`config.mk`:
```
export PLATFORM = sky130hd
export DESIGN_NAME = instruction_fetch_queue_flat
export DESIGN_NICKNAME = d
export VERILOG_FILES = /design/src/rtl/instruction_fetch_queue_if.sv /design/src/rtl/instruction_fetch_queue.sv /design/src/flat_wrapper.sv
export SDC_FILE = /design/constraint.sdc
export NUM_CORES = 1
export LEC_CHECK = 0
export CAP_MARGIN = 25
export CORE_MARGIN = 2
export CORE_UTILIZATION = 30
export CTS_CLUSTER_SIZE = 20
export DETAILED_ROUTE_END_ITERATION = 10
export GPL_TIMING_DRIVEN = 0
export HOLD_SLACK_MARGIN = 0.03
export PLACE_DENSITY = 0.53
export SYNTH_ARGS = -nofsm -noshare
export SYNTH_HDL_FRONTEND = slang
export SYNTH_SLANG_ARGS = --single-unit
```
`constraint.sdc`:
```
create_clock -name Clk -period 2.65 [get_ports Clk]
set_input_delay 0.53 -clock Clk [delete_from_list [all_inputs] [get_ports Clk]]
set_output_delay 0.53 -clock Clk [all_outputs]
set_load 0.01 [all_outputs]
```
`src/rtl/instruction_fetch_queue_if.sv`:
```
// Fetch-to-decode handshake bundle for the instruction fetch queue.
// master = fetch/decode side (testbench), slave = the queue itself.
interface instruction_fetch_queue_if #(
    parameter int ADDR_W = 2
);
    logic [31:0]     InInstruction;
    logic [31:0]     InNextInstruct;
    logic            InValid;
    logic            InReady;
    logic [31:0]     OutInstruction;
    logic [31:0]     OutNextInstruct;
    logic            OutValid;
    logic            OutReady;
    logic            Flush;
    logic [ADDR_W:0] Count;

    modport master (
        output InInstruction, InNextInstruct, InValid, OutReady, Flush,
        input  InReady, OutInstruction, OutNextInstruct, OutValid, Count
    );

    modport slave (
        input  InInstruction, InNextInstruct, InValid, OutReady, Flush,
        output InReady, OutInstruction, OutNextInstruct, OutValid, Count
    );
endinterface

```
`src/rtl/instruction_fetch_queue.sv`:
```
// Instruction fetch queue: FIFO of {instruction, PC+4} between fetch and
// decode. Flush empties it on a redirect so wrong-path words never reach
// decode. Optional zero-latency pass-through when empty: define
// IFQ_BYPASS_EN.
module instruction_fetch_queue #(
    parameter int DEPTH  = 4,
    parameter int ADDR_W = 2
) (
    input logic                      Clk,
    input logic                      Reset,
    instruction_fetch_queue_if.slave ifq
);
    localparam logic [ADDR_W:0] FULL_CNT = (ADDR_W + 1)'(DEPTH);

    logic [31:0]       instr_mem_q [DEPTH];
    logic [31:0]       next_mem_q  [DEPTH];
    logic [ADDR_W-1:0] rd_ptr_q, rd_ptr_d;
    logic [ADDR_W-1:0] wr_ptr_q, wr_ptr_d;
    logic [ADDR_W:0]   count_q, count_d;

    logic              empty;
    logic              full;
    logic              queue_valid;
    logic              bypass;
    logic              in_ready;
    logic              out_valid;
    logic              write_en;
    logic              read_en;
    logic [31:0]       out_instr;
    logic [31:0]       out_next;

    // Handshake decode and head-of-queue output mux.
    always_comb begin
        empty       = (count_q == '0);
        full        = (count_q == FULL_CNT);
        queue_valid = ~empty & ~ifq.Flush;
`ifdef IFQ_BYPASS_EN
        // Empty queue with a live fetch word: present it to decode directly.
        bypass      = empty & ifq.InValid & ~ifq.Flush & Reset;
`else
        bypass      = 1'b0;
`endif
        in_ready    = ~full & ~ifq.Flush & Reset;
        out_valid   = queue_valid | bypass;
        // A bypassed word taken by decode this cycle never enters storage.
        write_en    = ifq.InValid & in_ready & ~(bypass & ifq.OutReady);
        read_en     = queue_valid & ifq.OutReady;

        out_instr   = 32'h0000_0000;
        out_next    = 32'h0000_0000;
`ifdef IFQ_BYPASS_EN
        if (bypass) begin
            out_instr = ifq.InInstruction;
            out_next  = ifq.InNextInstruct;
        end else if (queue_valid) begin
            out_instr = instr_mem_q[rd_ptr_q];
            out_next  = next_mem_q[rd_ptr_q];
        end
`else
        if (queue_valid) begin
            out_instr = instr_mem_q[rd_ptr_q];
            out_next  = next_mem_q[rd_ptr_q];
        end
`endif
    end

    assign ifq.InReady         = in_ready;
    assign ifq.OutValid        = out_valid;
    assign ifq.OutInstruction  = out_instr;
    assign ifq.OutNextInstruct = out_next;
    assign ifq.Count           = count_q;

    // Next pointers and occupancy; flush overrides any push or pop.
    always_comb begin
        rd_ptr_d = rd_ptr_q;
        wr_ptr_d = wr_ptr_q;
        count_d  = count_q;
        if (ifq.Flush) begin
            rd_ptr_d = '0;
            wr_ptr_d = '0;
            count_d  = '0;
        end else begin
            if (write_en) begin
                wr_ptr_d = wr_ptr_q + ADDR_W'(1);
            end
            if (read_en) begin
                rd_ptr_d = rd_ptr_q + ADDR_W'(1);
            end
            case ({write_en, read_en})
                2'b10:   count_d = count_q + (ADDR_W + 1)'(1);
                2'b01:   count_d = count_q - (ADDR_W + 1)'(1);
                default: count_d = count_q;
            endcase
        end
    end

    // Pointer and count registers.
    always_ff @(posedge Clk or negedge Reset) begin
        if (!Reset) begin
            rd_ptr_q <= '0;
            wr_ptr_q <= '0;
            count_q  <= '0;
        end else begin
            rd_ptr_q <= rd_ptr_d;
            wr_ptr_q <= wr_ptr_d;
            count_q  <= count_d;
        end
    end

    // One register pair per entry, written when the write pointer selects it.
    generate
        for (genvar gi = 0; gi < DEPTH; gi++) begin : g_entry
            // Entry storage; cleared on reset.
            always_ff @(posedge Clk or negedge Reset) begin
                if (!Reset) begin
                    instr_mem_q[gi] <= '0;
                    next_mem_q[gi]  <= '0;
                end else if (write_en && (wr_ptr_q == ADDR_W'(gi))) begin
                    instr_mem_q[gi] <= ifq.InInstruction;
                    next_mem_q[gi]  <= ifq.InNextInstruct;
                end
            end
        end
    endgenerate
endmodule

```
`src/flat_wrapper.sv`:
```
// flat-port wrapper written by rule: the top's interface ports become plain ports
module instruction_fetch_queue_flat 
#(
    parameter int DEPTH  = 4,
    parameter int ADDR_W = 2
)
  (Clk, Reset, ifq_InInstruction, ifq_InNextInstruct, ifq_InValid, ifq_OutReady, ifq_Flush, ifq_InReady, ifq_OutInstruction, ifq_OutNextInstruct, ifq_OutValid, ifq_Count);
  instruction_fetch_queue_if #(.ADDR_W(ADDR_W)) ifq_i ();
  input logic Clk;
  input logic Reset;
  input wire logic [$bits(ifq_i.InInstruction)-1:0] ifq_InInstruction;
  input wire logic [$bits(ifq_i.InNextInstruct)-1:0] ifq_InNextInstruct;
  input wire logic [$bits(ifq_i.InValid)-1:0] ifq_InValid;
  input wire logic [$bits(ifq_i.OutReady)-1:0] ifq_OutReady;
  input wire logic [$bits(ifq_i.Flush)-1:0] ifq_Flush;
  output wire logic [$bits(ifq_i.InReady)-1:0] ifq_InReady;
  output wire logic [$bits(ifq_i.OutInstruction)-1:0] ifq_OutInstruction;
  output wire logic [$bits(ifq_i.OutNextInstruct)-1:0] ifq_OutNextInstruct;
  output wire logic [$bits(ifq_i.OutValid)-1:0] ifq_OutValid;
  output wire logic [$bits(ifq_i.Count)-1:0] ifq_Count;
  assign ifq_i.InInstruction = ifq_InInstruction;
  assign ifq_i.InNextInstruct = ifq_InNextInstruct;
  assign ifq_i.InValid = ifq_InValid;
  assign ifq_i.OutReady = ifq_OutReady;
  assign ifq_i.Flush = ifq_Flush;
  assign ifq_InReady = ifq_i.InReady;
  assign ifq_OutInstruction = ifq_i.OutInstruction;
  assign ifq_OutNextInstruct = ifq_i.OutNextInstruct;
  assign ifq_OutValid = ifq_i.OutValid;
  assign ifq_Count = ifq_i.Count;
  instruction_fetch_queue #(.DEPTH(DEPTH), .ADDR_W(ADDR_W)) u_core (.Clk(Clk), .Reset(Reset), .ifq(ifq_i));
endmodule
```
======== Yosys cells after proc, flatten, opt, wreduce, memory -nomap -nowiden ========
Index checks and enable logic that the tools add are counted.
cells by class
  equal/unequal tests ..................... 6
  multiplexer cells ....................... 14
  reduce and logical (&&, ||, !) cells .... 9
  magnitude comparators ................... 1
  bitwise logic cells ..................... 9
  add/subtract/negate cells ............... 4
operators by type and width
  kind                                                                   number
  32-bit two-way mux                                                     6
  32-bit binary-select mux with 2-bit select                             2
  2-bit two-way mux                                                      4
  2-bit equality test, second input constant                             3
  3-bit case mux with 2 select lines                                     1
  1-bit AND                                                              5
  2-bit by 1-bit adder with 2-bit output, second input constant          2
  2-bit by 1-bit equality test with 1-bit output, second input constant  2
  1-bit logical AND                                                      4
  2-bit nonzero test                                                     2
  3-bit by 1-bit adder with 3-bit output, second input constant          1
  3-bit equality test, second input constant                             1
  3-bit >= comparator, second input constant                             1
  3-bit logical NOT                                                      1
  3-bit two-way mux                                                      1
  1-bit NOT                                                              3
  2-bit NOT with 3-bit output                                            1
  3-bit nonzero test                                                     1
  3-bit by 1-bit subtractor with 3-bit output, second input constant     1
  2-bit logical NOT                                                      1
word-level totals
  register bits ........................... 263
  logic and storage cells ................. 54
  output and inout bits ................... 69

======== Depth between registers and ports, before layout ========
Gate-level depths: netlist (run 1).
  depth after elaboration ................. 8
  depth in mapped cells ................... 7

======== Least setup slack after synthesis (run 1) ========
Ideal clock, no wire load.
  kind .................................... input -> register
  start ................................... in ifq_Flush
  end ..................................... reg u_core.count_q[2] (netlist: u_core.ifq.Count[2])
  stages on the path ...................... 7
  arrival time ............................ 2.187 ns
  path slack .............................. 0.382 ns
  data required time ...................... 2.568 ns
  library setup time ...................... 0.082 ns
  cell sequence ........................... nand2b_1 -> a211oi_4 -> nor3_1 -> fa_1 -> nor4b_1 -> o21ai_0 -> a31oi_1
on the way
  longest elaborated chain between the ends .. 7
  elaborated cells on any way between the ends .. 11
  classes of those cells .................. 2 x eq/ne; 2 x mux; 6 x bitwise; 1 x reduce/logical
ends and longest elaborated chain
  element                                                                                       line                                                          text
  start, declared                                                                               flat_wrapper.sv:15                                            input wire logic [$bits(ifq_i.Flush)-1:0] ifq_Flush;
  1-bit NOT                                                                                     instruction_fetch_queue.sv:36, instruction_fetch_queue.sv:43
  1-bit AND (2 in a row)                                                                        instruction_fetch_queue.sv:43                                 in_ready = ~full & ~ifq.Flush & Reset;
  1-bit AND                                                                                     instruction_fetch_queue.sv:46                                 write_en = ifq.InValid & in_ready & ~(bypass & ifq.OutReady);
  2-bit by 1-bit equality test with 1-bit output / 2-bit equality test (equally long branches)  instruction_fetch_queue.sv:89                                 case ({write_en, read_en})
  3-bit case mux with 2 select lines                                                            instruction_fetch_queue.sv:89
  3-bit two-way mux                                                                             instruction_fetch_queue.sv:78                                 if (ifq.Flush) begin
  end signal, assigned                                                                          instruction_fetch_queue.sv:106                                count_q <= count_d;
  end, declared                                                                                 instruction_fetch_queue.sv:19                                 logic [ADDR_W:0] count_q, count_d;
Parallel ways exist; a longest one is shown, timed or not.
A chain may end at the register's enable or synchronous reset.

======== Worst setup path after layout (run 1) ========
  start ................................... reg u_core.rd_ptr_q[0]
  end ..................................... out ifq_OutNextInstruct[10]
on the way
  longest elaborated chain between the ends .. 5
ends and longest elaborated chain
  element                                                line                            text
  start, declared                                        instruction_fetch_queue.sv:17   logic [ADDR_W-1:0] rd_ptr_q, rd_ptr_d;
  start signal, assigned                                 instruction_fetch_queue.sv:104  rd_ptr_q <= rd_ptr_d;
  2-bit NOT with 3-bit output (implied by the code)      instruction_fetch_queue.sv:62   out_next = next_mem_q[rd_ptr_q];
  32-bit binary-select mux with 2-bit select             instruction_fetch_queue.sv:62
  32-bit two-way mux (implied by the code) (2 in a row)  instruction_fetch_queue.sv:62
  32-bit two-way mux                                     instruction_fetch_queue.sv:60   if (queue_valid) begin
  end, declared                                          flat_wrapper.sv:18              output wire logic [$bits(ifq_i.OutNextInstruct)-1:0] ifq_OutNextInstruct;
Every way passes these cells. The select of a mux whose other input is x is not followed.

==> results.md, run 1 <==
- Clk_lat worst skew: approximately 0.55 ns
- Met3 usage: 0.0289
- WHS: approximately 0.5 ns
- Synth area leaders: dfrtp_1, mux2_2, mux4_2
- # nets final: 1,029
- Failing checks: setup timing
- Reg2Reg Setup Slack: between 0.3 and 0.4 ns
- I/O Pins: 138
- Launch point of the worst path: u_core.rd_ptr_q[0]$_DFFE_PN0P_
- Register area: ~6600 um^2
- Tot GR Track Use: 0.142
- Antenna-violating nets left: 0
- Met1 Usage GRT: 0.196
- Outcome: finished, violations left
- Max-cap violations: 0
- Detailed Place HPWL: ~18,000 um
- Met2 usage: 0.229
- Row count: 72
- Post-route insts no fill: ~1,500
- Slew Viols, Final: 0
- Initial antenna violation count: 2
- H-Tree Depth: 1
- Post-route minimum period: approximately 2.8 ns
- Register area share after synthesis: 0.553
- Seq cells post-synth: approximately 260
- Pin count of the biggest net entering global routing: about 110
- Critical R2R Launch: u_core.ifq.Count[0]$_DFFE_PN0P_
- Post-synthesis mux area share: 0.364
- Inst Count DP: ~1,400
- HP Start: u_core.instr_mem_q[49]$_DFFE_PN0P_
- R2R cell count: 7
- Worst hold-check path type: flip-flop to flip-flop
- Fin Clk Skew: ~0.0083 ns
- CTS Buffer Depth: 3
- Dominant synthesized flop cell: dfrtp_1
- DRT iter0 DRCs: between 200 and 250
- Vias in the first global route: between 7,000 and 8,000
- Crit end category: primary output
- Slew headroom: 0.598
- Synthesis warning total: 0
- Clk sink count: between 200 and 300
- Post-Syn Instances: ~750
- Global route total overflow: 0
- GPL Wtd Cong: about 0.70
- Core footprint: ~40,000 um^2
- Post-DR wirelength/cell: 19.1 um
- Die height: 203 um
- Most instantiated library cell after synthesis: dfrtp_1
- Final Hold Viols: 0
- Area of the multi-input gates: 5250 um^2
- Full die area: between 40,000 and 50,000 um^2
- Via-to-Cell Ratio: around 4.7
- Port bufs: roughly 140
- Worst EP required: approximately 2.1 ns
- Top-area cell type share of the netlist area: 0.553
- Total vias in the final route: 6,997
- Pre-Repair DR Iteration Count: 4
- Clk root buf: clkbuf_16
- Number of synthesized flops with an enable pin: 0
- CP startpoint kind: flip-flop
- Lkg Pwr: approximately 7.3 nW
- Fin worst setup slack: -0.103 ns
- Post-Syn Nets: just over 800
- Total Power: 11.1 mW
- Synth Area in XOR/XNOR: 0.00368
- Layout cell share with drive strength beyond 1: 0.601
- Ratio of final minimum period to clock period: 1.04
- Area leader, netlist: dfrtp_1
- Netlist cell types: 30
- Max VDD drop: 0.000426 V
- Synth Area in Compound Gates: 0.00778
- DRC violations left: 0
- CP max FO: 5
- Worst-path clk slew: 0.06 ns
- Crit path to: ifq_OutNextInstruct[10]
- FMAX: 363 MHz
- Synth Cell Area: about 12,000 um^2
- CP Class: flip-flop to primary output
- First-pass GRT wire length: about 46,000 um
- Post-synth top cells: dfrtp_1, mux2_2, and2_1
- Synth-to-Final Area Change: 33.9%
- WL final: roughly 29,000 um
- Most Crowded Layer GR: met2
- RSZ-0062 raised after global routing: yes
- Critical R2R Capture: u_core.instr_mem_q[48]$_DFFE_PN0P_
- Worst EP arrival: roughly 2.2 ns
- Mapped Avg Cell Area: ~16 um^2
- Worst slew pin tran: between 0.6 and 0.7 ns
- TritonCTS buffer count: 31
- Setup-failing EPs final: 26
- Chip width: between 200 and 250 um
- Asr flop ratio synth: 1.00
- Simple-Gate Fraction of Synth Area: 0.0454
- Synth Area in Adders: 0.00589
- Pre-CTS worst setup slack: -1.34 ns
- Combinational family with the most area after synthesis: multiplexers
- Final-layout fill cell count: 3,667
- End-of-flow core utilization: 0.409
- Initial Util: 0.306
- CTS tree: built
- Power Dens Cells: approximately 700 nW/um^2
[report_power, final]
group	internal, mW	switching (mW)	total (mW)
clock network	2.64	1.68	4.32
logic	1.28	0.688	1.97
registers	4.54	0.245	4.79
[cell usage in the layout, fill, tap and decap left out, types with 2 or more instances in the layout]
master and instances:
clkinv_2 7, buf_16 5, dfrtp_1 259, nor2_1 9
buf_4 9, nand2b_1 5, clkbuf_4 2, ha_1 4
and2_4 58, clkbuf_16 32, mux2_2 256, and2_1 7
clkbuf_2 3, o21ai_0 2, xnor2_1 4, buf_6 68
clkbuf_1 5, a21oi_1 3, mux4_2 64, clkdlybuf4s50_1 71
clkbuf_8 16, inv_1 4, buf_8 4, dfrtp_2 4
bufinv_16 3, buf_2 32, nand2_2 4, buf_12 14
[cell type report]
| cell class | instances | share of cell area |
|---|---|---|
| clock inverters | 12 | 0.00888 |
| plain buffers | 47 | 0.0282 |
| diodes | 1 | 0.000157 |
| repair buffers | 174 | 0.121 |
| inverters | 4 | 0.000943 |
| well taps | 518 | 0.0407 |
| flip-flops and latches | 263 | 0.414 |
| multi-input cells | 434 | 0.330 |
| clock buffers | 43 | 0.0566 |
[flip-flops by register name, summed over array words and instances (netlist names)]
signal and cells:
u_core.instr_mem_q 128, u_core.next_mem_q 128, u_core.ifq.Count 3, u_core.rd_ptr_q 2
u_core.wr_ptr_q 2
[critical path, cell delays in order, from the launching register on]
cell and delay, ns:
dfrtp_2 0.44, buf_12 0.15, buf_12 0.13, buf_12 0.13, buf_12 0.12, mux4_2 0.40, and2_1 0.15, buf_2 0.13
[per-stage QoR]
step	TNS [ns]	cell area, um^2
after detailed placement	-109.86	14000
after global placement	-5790.40	13900
after global routing	-6.20	15900
after floorplan	0	11900
final	-0.860	15900
after CTS	-4.11	15700
[routing by layer]
metal	up-vias	wire length [um]
met1	3686	13300
met2	116	13500
met4	2	433
li1	3159	-
met3	34	1270
met5	-	13
[timing repair]
item	4_1_cts	5_1_grt
gates cloned	4	0
hold buffers	2	0
pin swaps	53	9
endpoints found under the hold margin	53	0
setup buffers	25	6
endpoints found under the setup margin	65	66
resized for setup	424	57
[worst min path at each step]
stage                                               to  cells after the start
finish              u_core.instr_mem_q[49]$_DFFE_PN0P_                      1
global placement     u_core.next_mem_q[47]$_DFFE_PN0P_                      1
detailed placement  u_core.instr_mem_q[46]$_DFFE_PN0P_                      1
global route         u_core.next_mem_q[53]$_DFFE_PN0P_                      1
CTS                 u_core.instr_mem_q[46]$_DFFE_PN0P_                      1
floorplan              u_core.ifq.Count[0]$_DFFE_PN0P_                      0
[kinds of logic after synthesis]
logic type                 count (synthesis)
AOI/OAI and AO/OA                         12
xor gates and xnor gates                   5
adders and majority gates                  5
buffers and inverters                     52
DFF                                      263
muxes                                    321
and+or+nand+nor                           91
(Power assumes the default switching activity.)
==> inputs of run 2 (changes only) <==
--- a/config.mk
+++ b/config.mk
@@ -15,2 +15,3 @@
 export PLACE_DENSITY = 0.53
+export SKIP_CTS_REPAIR_TIMING = 1
 export SYNTH_ARGS = -nofsm -noshare
--- a/constraint.sdc
+++ b/constraint.sdc
@@ -3,2 +3,2 @@
 set_output_delay 0.53 -clock Clk [all_outputs]
-set_load 0.01 [all_outputs]
+set_load 0.1 [all_outputs]
==> results.md, run 2 (synthesis results as in run 1) <==
- Ratio of final minimum period to clock period: 1.04 (+0.00496)
- DRT iter0 DRCs: 243 (+10%)
- Worst slew pin tran: 0.967 ns (+0.364 ns)
- Lkg Pwr: 7.30 nW (+0.44%)
- Worst-path clk slew: 0.06 ns (about the same)
- CTS Buffer Depth: 3 (unchanged)
- Clk sink count: 263 (unchanged)
- Max VDD drop: 0.000430 V (+0.79%)
- Layout cell share with drive strength beyond 1: 0.599 (-0.00227)
- GPL Wtd Cong: 0.713 (+1.7%)
- Synth-to-Final Area Change: 36.1%
- Fin area: 16,200 um^2 (+1.6%)
- Port bufs: 137 (unchanged)
- Max-cap violations: 0 (unchanged)
- Setup-failing EPs final: 61 (+130%)
- CTS tree: built
- CP Class: flip-flop to primary output
- CP max FO: 9 (+4)
- Post-route minimum period: 2.77 ns (+0.0131 ns)
- FMAX: 362 MHz (-0.47%)
- CP startpoint kind: flip-flop
- RSZ-0062 raised after global routing: yes
- Core footprint: 38,900 um^2 (unchanged)
- Global route total overflow: 0 (unchanged)
- Clk root buf: clkbuf_16
- Number of diodes: 0 (-1)
- Antenna-violating nets left: 0 (unchanged)
- # nets final: 1,016 (-1.3%)
- Fin Clk Skew: 0.00788 ns (-0.000445 ns)
- End-of-flow core utilization: 0.416 (+0.00669)
- Outcome: finished, violations left
- Crit end category: primary output
- First-pass GRT wire length: 44,000 um (-3.4%)
- Fin worst setup slack: -0.116 ns (-0.0131 ns)
- Failing checks: setup timing
- Worst EP arrival: 2.24 ns (+0.02 ns)
- Die height: 203 um (unchanged)
- Pre-Repair DR Iteration Count: 4 (unchanged)
- Most common cell after layout, fill and taps aside: dfrtp_1
- Initial antenna violation count: 0 (-2)
- Slew headroom: 0.354 (-0.244)
- Slew Viols, Final: 0 (unchanged)
- Via-to-Cell Ratio: 4.68 (about the same)
- Vias in the first global route: 7,604 (-0.11%)
- Detailed Place HPWL: 17,700 um (-1.3%)
- WL final: 28,900 um (+1.1%)
- Worst EP required: 2.12 ns (about the same)
- Full die area: 41,300 um^2 (unchanged)
- Tot GR Track Use: 0.136 (-0.00602)
- TritonCTS buffer count: 31 (unchanged)
- Initial Util: 0.306 (unchanged)
- Row count: 72 (unchanged)
- Chip width: 203 um (unchanged)
- Pre-CTS worst setup slack: -1.99 ns (-0.650 ns)
- Pin count of the biggest net entering global routing: 115 (+7.5%)
- Final Hold Viols: 0 (unchanged)
- I/O Pins: 138 (unchanged)
- Post-DP Area: 14,100 um^2 (+1.1%)
- Post-route insts no fill: 1,482 (-0.94%)
- Power Dens Cells: 727 nW/um^2 (+4.5%)
- Post-DR wirelength/cell: 19.5 um (+2.1%)
- H-Tree Depth: 1 (unchanged)
- Worst hold-check path type: primary input to asynchronous set/reset pin
- DRC violations left: 0 (unchanged)
- Clk_lat worst skew: 0.55 ns (about the same)
- Inst Count DP: 1,406 (unchanged)
- Total vias in the final route: 6,935 (-0.89%)
- Most frequent cells in the layout: dfrtp_1, mux2_2, clkdlybuf4s50_1
run 2: power by group:
part	leakage, nW	switching [mW]	internal, mW	total, mW
Clock	0.509	1.64	2.75	4.39
Combinational	3.33	1.25	1.34	2.59
Sequential	3.47	0.246	4.54	4.79
run 2: cell type report:
class                           instances  area (um^2)
Buffer                                 48          380
Clock buffer                           42          827
Clock inverter                         13          218
Fill cell                            3635        22700
Inverter                                4         15.0
Multi-Input combinational cell        434         5250
Sequential cell                       263         6590
Tap cell                              518          648
Timing Repair Buffer                  160         2260
run 2: final timing paths:
path                                                       endpoint  slack (ns)  depth (start not counted)                               from
worst min register to register    u_core.next_mem_q[40]$_DFFE_PN0P_        0.50                          1  u_core.next_mem_q[40]$_DFFE_PN0P_
worst min-delay path            u_core.instr_mem_q[125]$_DFFE_PN0P_        0.05                          2                              Reset
max in group asynchronous        u_core.instr_mem_q[95]$_DFFE_PN0P_        1.81                          3                              Reset
worst max-delay path                        ifq_OutNextInstruct[26]       -0.12                          5     u_core.rd_ptr_q[0]$_DFFE_PN0P_
worst max register to register   u_core.instr_mem_q[12]$_DFFE_PN0P_        0.29                          6    u_core.ifq.Count[0]$_DFFE_PN0P_
min in group Clk                  u_core.next_mem_q[40]$_DFFE_PN0P_        0.50                          1  u_core.next_mem_q[40]$_DFFE_PN0P_
run 2: metrics by stage:
stage               setup TNS, ns  hold slack (ns)  power [mW]
floorplan                   -1.99            0.234        6.47
detailed placement        -294.43            0.451        7.14
CTS                       -170.80           -0.135        11.6
global placement         -5955.91            0.482        7.11
finish                      -3.64           0.0540        11.8
global route                -8.72           0.0510        12.3
run 2: critical path, cell delays in order, from the launching register on:
cell and delay, ns:
dfrtp_2 0.44, buf_12 0.21, clkbuf_16 0.18, mux4_2 0.51
and2_4 0.19, buf_12 0.16
run 2: layer usage:
metal | track usage | share of wire | vias up
li1 | - | - | 3129
met1 | 0.185 | 0.46 | 3651
met2 | 0.227 | 0.49 | 112
met3 | 0.0233 | 0.040 | 43
met4 | 0.0276 | 0.016 | 0
met5 | 0 | 0 | -
==> inputs of run 3 (changes only) <==
Settings changed: CTS_CLUSTER_DIAMETER set to 150.
==> results.md, run 3 (synthesis results as in run 1) <==
- DRT iter0 DRCs: 236 (-2.9%)
- First-pass GRT wire length: 43,600 um (-0.88%)
- Post-DP Area: 14,100 um^2 (unchanged)
- CP max FO: 9 (unchanged)
- Max VDD drop: 0.000489 V (+14%)
- Clk_lat worst skew: 0.50 ns (-0.05 ns)
- Clk root buf: clkbuf_16
- Clk sink count: 263 (unchanged)
- Pre-CTS worst setup slack: -1.99 ns (unchanged)
- Pin count of the biggest net entering global routing: 115 (unchanged)
- Final-layout fill cell count: 3,687 (+1.4%)
- Synth-to-Final Area Change: 30.9%
- I/O Pins: 138 (unchanged)
- Max-cap violations: 0 (unchanged)
- Row count: 72 (unchanged)
- # nets final: 999 (-1.7%)
- Sequential power share: 0.481 (+0.074)
- Worst EP arrival: 2.17 ns (-0.07 ns)
- Via-to-Cell Ratio: 4.74 (+1.4%)
- Tot GR Track Use: 0.135 (-0.000943)
- Post-route minimum period: 2.70 ns (-0.0625 ns)
- Failing checks: setup timing
- Number of diodes: 0 (unchanged)
- Power Dens Cells: 637 nW/um^2 (-12%)
- Full die area: 41,300 um^2 (unchanged)
- CP Class: flip-flop to primary output
- DRC violations left: 0 (unchanged)
- Comb pwr share: 0.260 (+0.040)
- Chip width: 203 um (unchanged)
- WL final: 28,400 um (-1.4%)
- Initial antenna violation count: 0 (unchanged)
- Worst hold-check path type: primary input to asynchronous set/reset pin
- Pre-Repair DR Iteration Count: 4 (unchanged)
- Slew Viols, Final: 0 (unchanged)
- R2R cell count: 6 (unchanged)
- CP startpoint kind: flip-flop
- TritonCTS buffer count: 17 (-45%)
- Critical R2R Capture: u_core.next_mem_q[29]$_DFFE_PN0P_
- Final Hold Viols: 0 (unchanged)
- Core footprint: 38,900 um^2 (unchanged)
- Port bufs: 137 (unchanged)
- Internal Power: 7.05 mW (-18%)
- Most common cell after layout, fill and taps aside: dfrtp_1
- Worst slew pin tran: 0.967 ns (+0.0000142 ns)
- RSZ-0062 raised after global routing: yes
- Fin Clk Skew: 0.0237 ns (+0.0158 ns)
- Global route total overflow: 0 (unchanged)
- Post-DR wirelength/cell: 19.7 um (+1.1%)
- Worst EP required: 2.12 ns (about the same)
- Initial Util: 0.306 (unchanged)
- GPL Wtd Cong: 0.713 (unchanged)
- Clk pwr share: 0.258 (-0.115)
- WHS: 0.0355 ns (-0.0185 ns)
- Slew headroom: 0.354 (about the same)
- Critical R2R Launch: u_core.ifq.Count[0]$_DFFE_PN0P_
- Most frequent cells in the layout: dfrtp_1, mux2_2, clkdlybuf4s50_1
- Lkg Pwr: 7.00 nW (-4.2%)
- Detailed Place HPWL: 17,700 um (unchanged)
- Sw Share: 0.289 (+0.0229)
- FMAX: 370 MHz (+2.3%)
- Worst-path clk slew: 0.09 ns (+0.03 ns)
- Reg2Reg Setup Slack: 0.29 ns (about the same)
- Outcome: finished, violations left
- Crit end category: primary output
- Ratio of final minimum period to clock period: 1.02 (-0.0236)
- Fin worst setup slack: -0.0535 ns (+0.0625 ns)
- Total vias in the final route: 6,849 (-1.2%)
- CTS tree: built
- H-Tree Depth: 1 (unchanged)
- Vias in the first global route: 7,497 (-1.4%)
- Die height: 203 um (unchanged)
- Antenna-violating nets left: 0 (unchanged)
- Net switching power: 2.87 mW (-8.4%)
- Layout cell share with drive strength beyond 1: 0.592 (-0.00676)
- CTS Buffer Depth: 3 (unchanged)
- Fin area: 15,600 um^2 (-3.8%)
- Setup-failing EPs final: 16 (-74%)
run 3: changes by cell type in the layout (fill, tap and decap cells not counted), moves of 3 or more:
cell	change
clkbuf_16	-14
clkbuf_1	-8
bufinv_16	-6
clkinv_2	-6
buf_6	-4
buf_8	+4
and2_2	+3
and2_4	-3
run 3: critical path, cell delays in order, from the launching register on:
cell and delay, ns:
dfrtp_2 0.42, buf_12 0.20, buf_12 0.15, mux4_2 0.48
and2_2 0.24, buf_8 0.18
run 3: cell type report:
cell class,instances,area (um^2),share of cell area
inverter,4,15.0,0.000964
sequential,263,6590,0.423
tap,518,648,0.0416
multi-input combinational,434,5250,0.337
clock inverter,1,20.0,0.00129
buffer,48,400,0.0257
timing repair buffer,157,2220,0.142
clock buffer,19,433,0.0278
run 3: worst max path at each step:
stage,startpoint,end,slack [ns],cells after the start
5_1_grt,u_core.rd_ptr_q[0]$_DFFE_PN0P_,ifq_OutNextInstruct[21],-0.15,5
6_report,u_core.rd_ptr_q[0]$_DFFE_PN0P_,ifq_OutNextInstruct[22],-0.05,5
4_1_cts,u_core.ifq.Count[2]$_DFFE_PN0P_,ifq_OutNextInstruct[21],-2.30,7
3_3_place_gp,Reset,u_core.ifq.Count[2]$_DFFE_PN0P_,-13.03,1
3_5_place_dp,ifq_Flush,ifq_OutNextInstruct[21],-1.99,7
2_1_floorplan,u_core.ifq.Count[2]$_DFFE_PN0P_,ifq_OutInstruction[26],-0.13,6
run 3: routing by layer:
layer	up-vias	wire, um	track usage
li1	3090	-	-
met1	3639	13200	0.186
met2	96	13900	0.227
met3	24	865	0.0196
met4	0	520	0.0258
met5	-	0	0
run 3: power by group through the flow:
stage / Sequential (mW) / Clock [mW] / Combinational (mW)
3_3_place_gp: 4.85 / 0 / 2.26
6_report: 4.78 / 2.56 / 2.58
2_1_floorplan: 4.79 / 0 / 1.69
4_1_cts: 4.77 / 2.71 / 2.29
5_1_grt: 4.85 / 2.82 / 2.76
3_5_place_dp: 4.85 / 0 / 2.28
run 3: metrics by stage:
stage / util / cells / total power [mW] / setup TNS, ns
4_1_cts: 0.375 / 1426 / 9.77 / -178.57
5_1_grt: 0.400 / 1444 / 10.4 / -4.96
6_report: 0.400 / 1444 / 9.92 / -0.273
3_3_place_gp: 0.361 / 1404 / 7.11 / -5955.91
2_1_floorplan: - / 749 / 6.47 / -1.99
3_5_place_dp: 0.363 / 1406 / 7.14 / -294.43
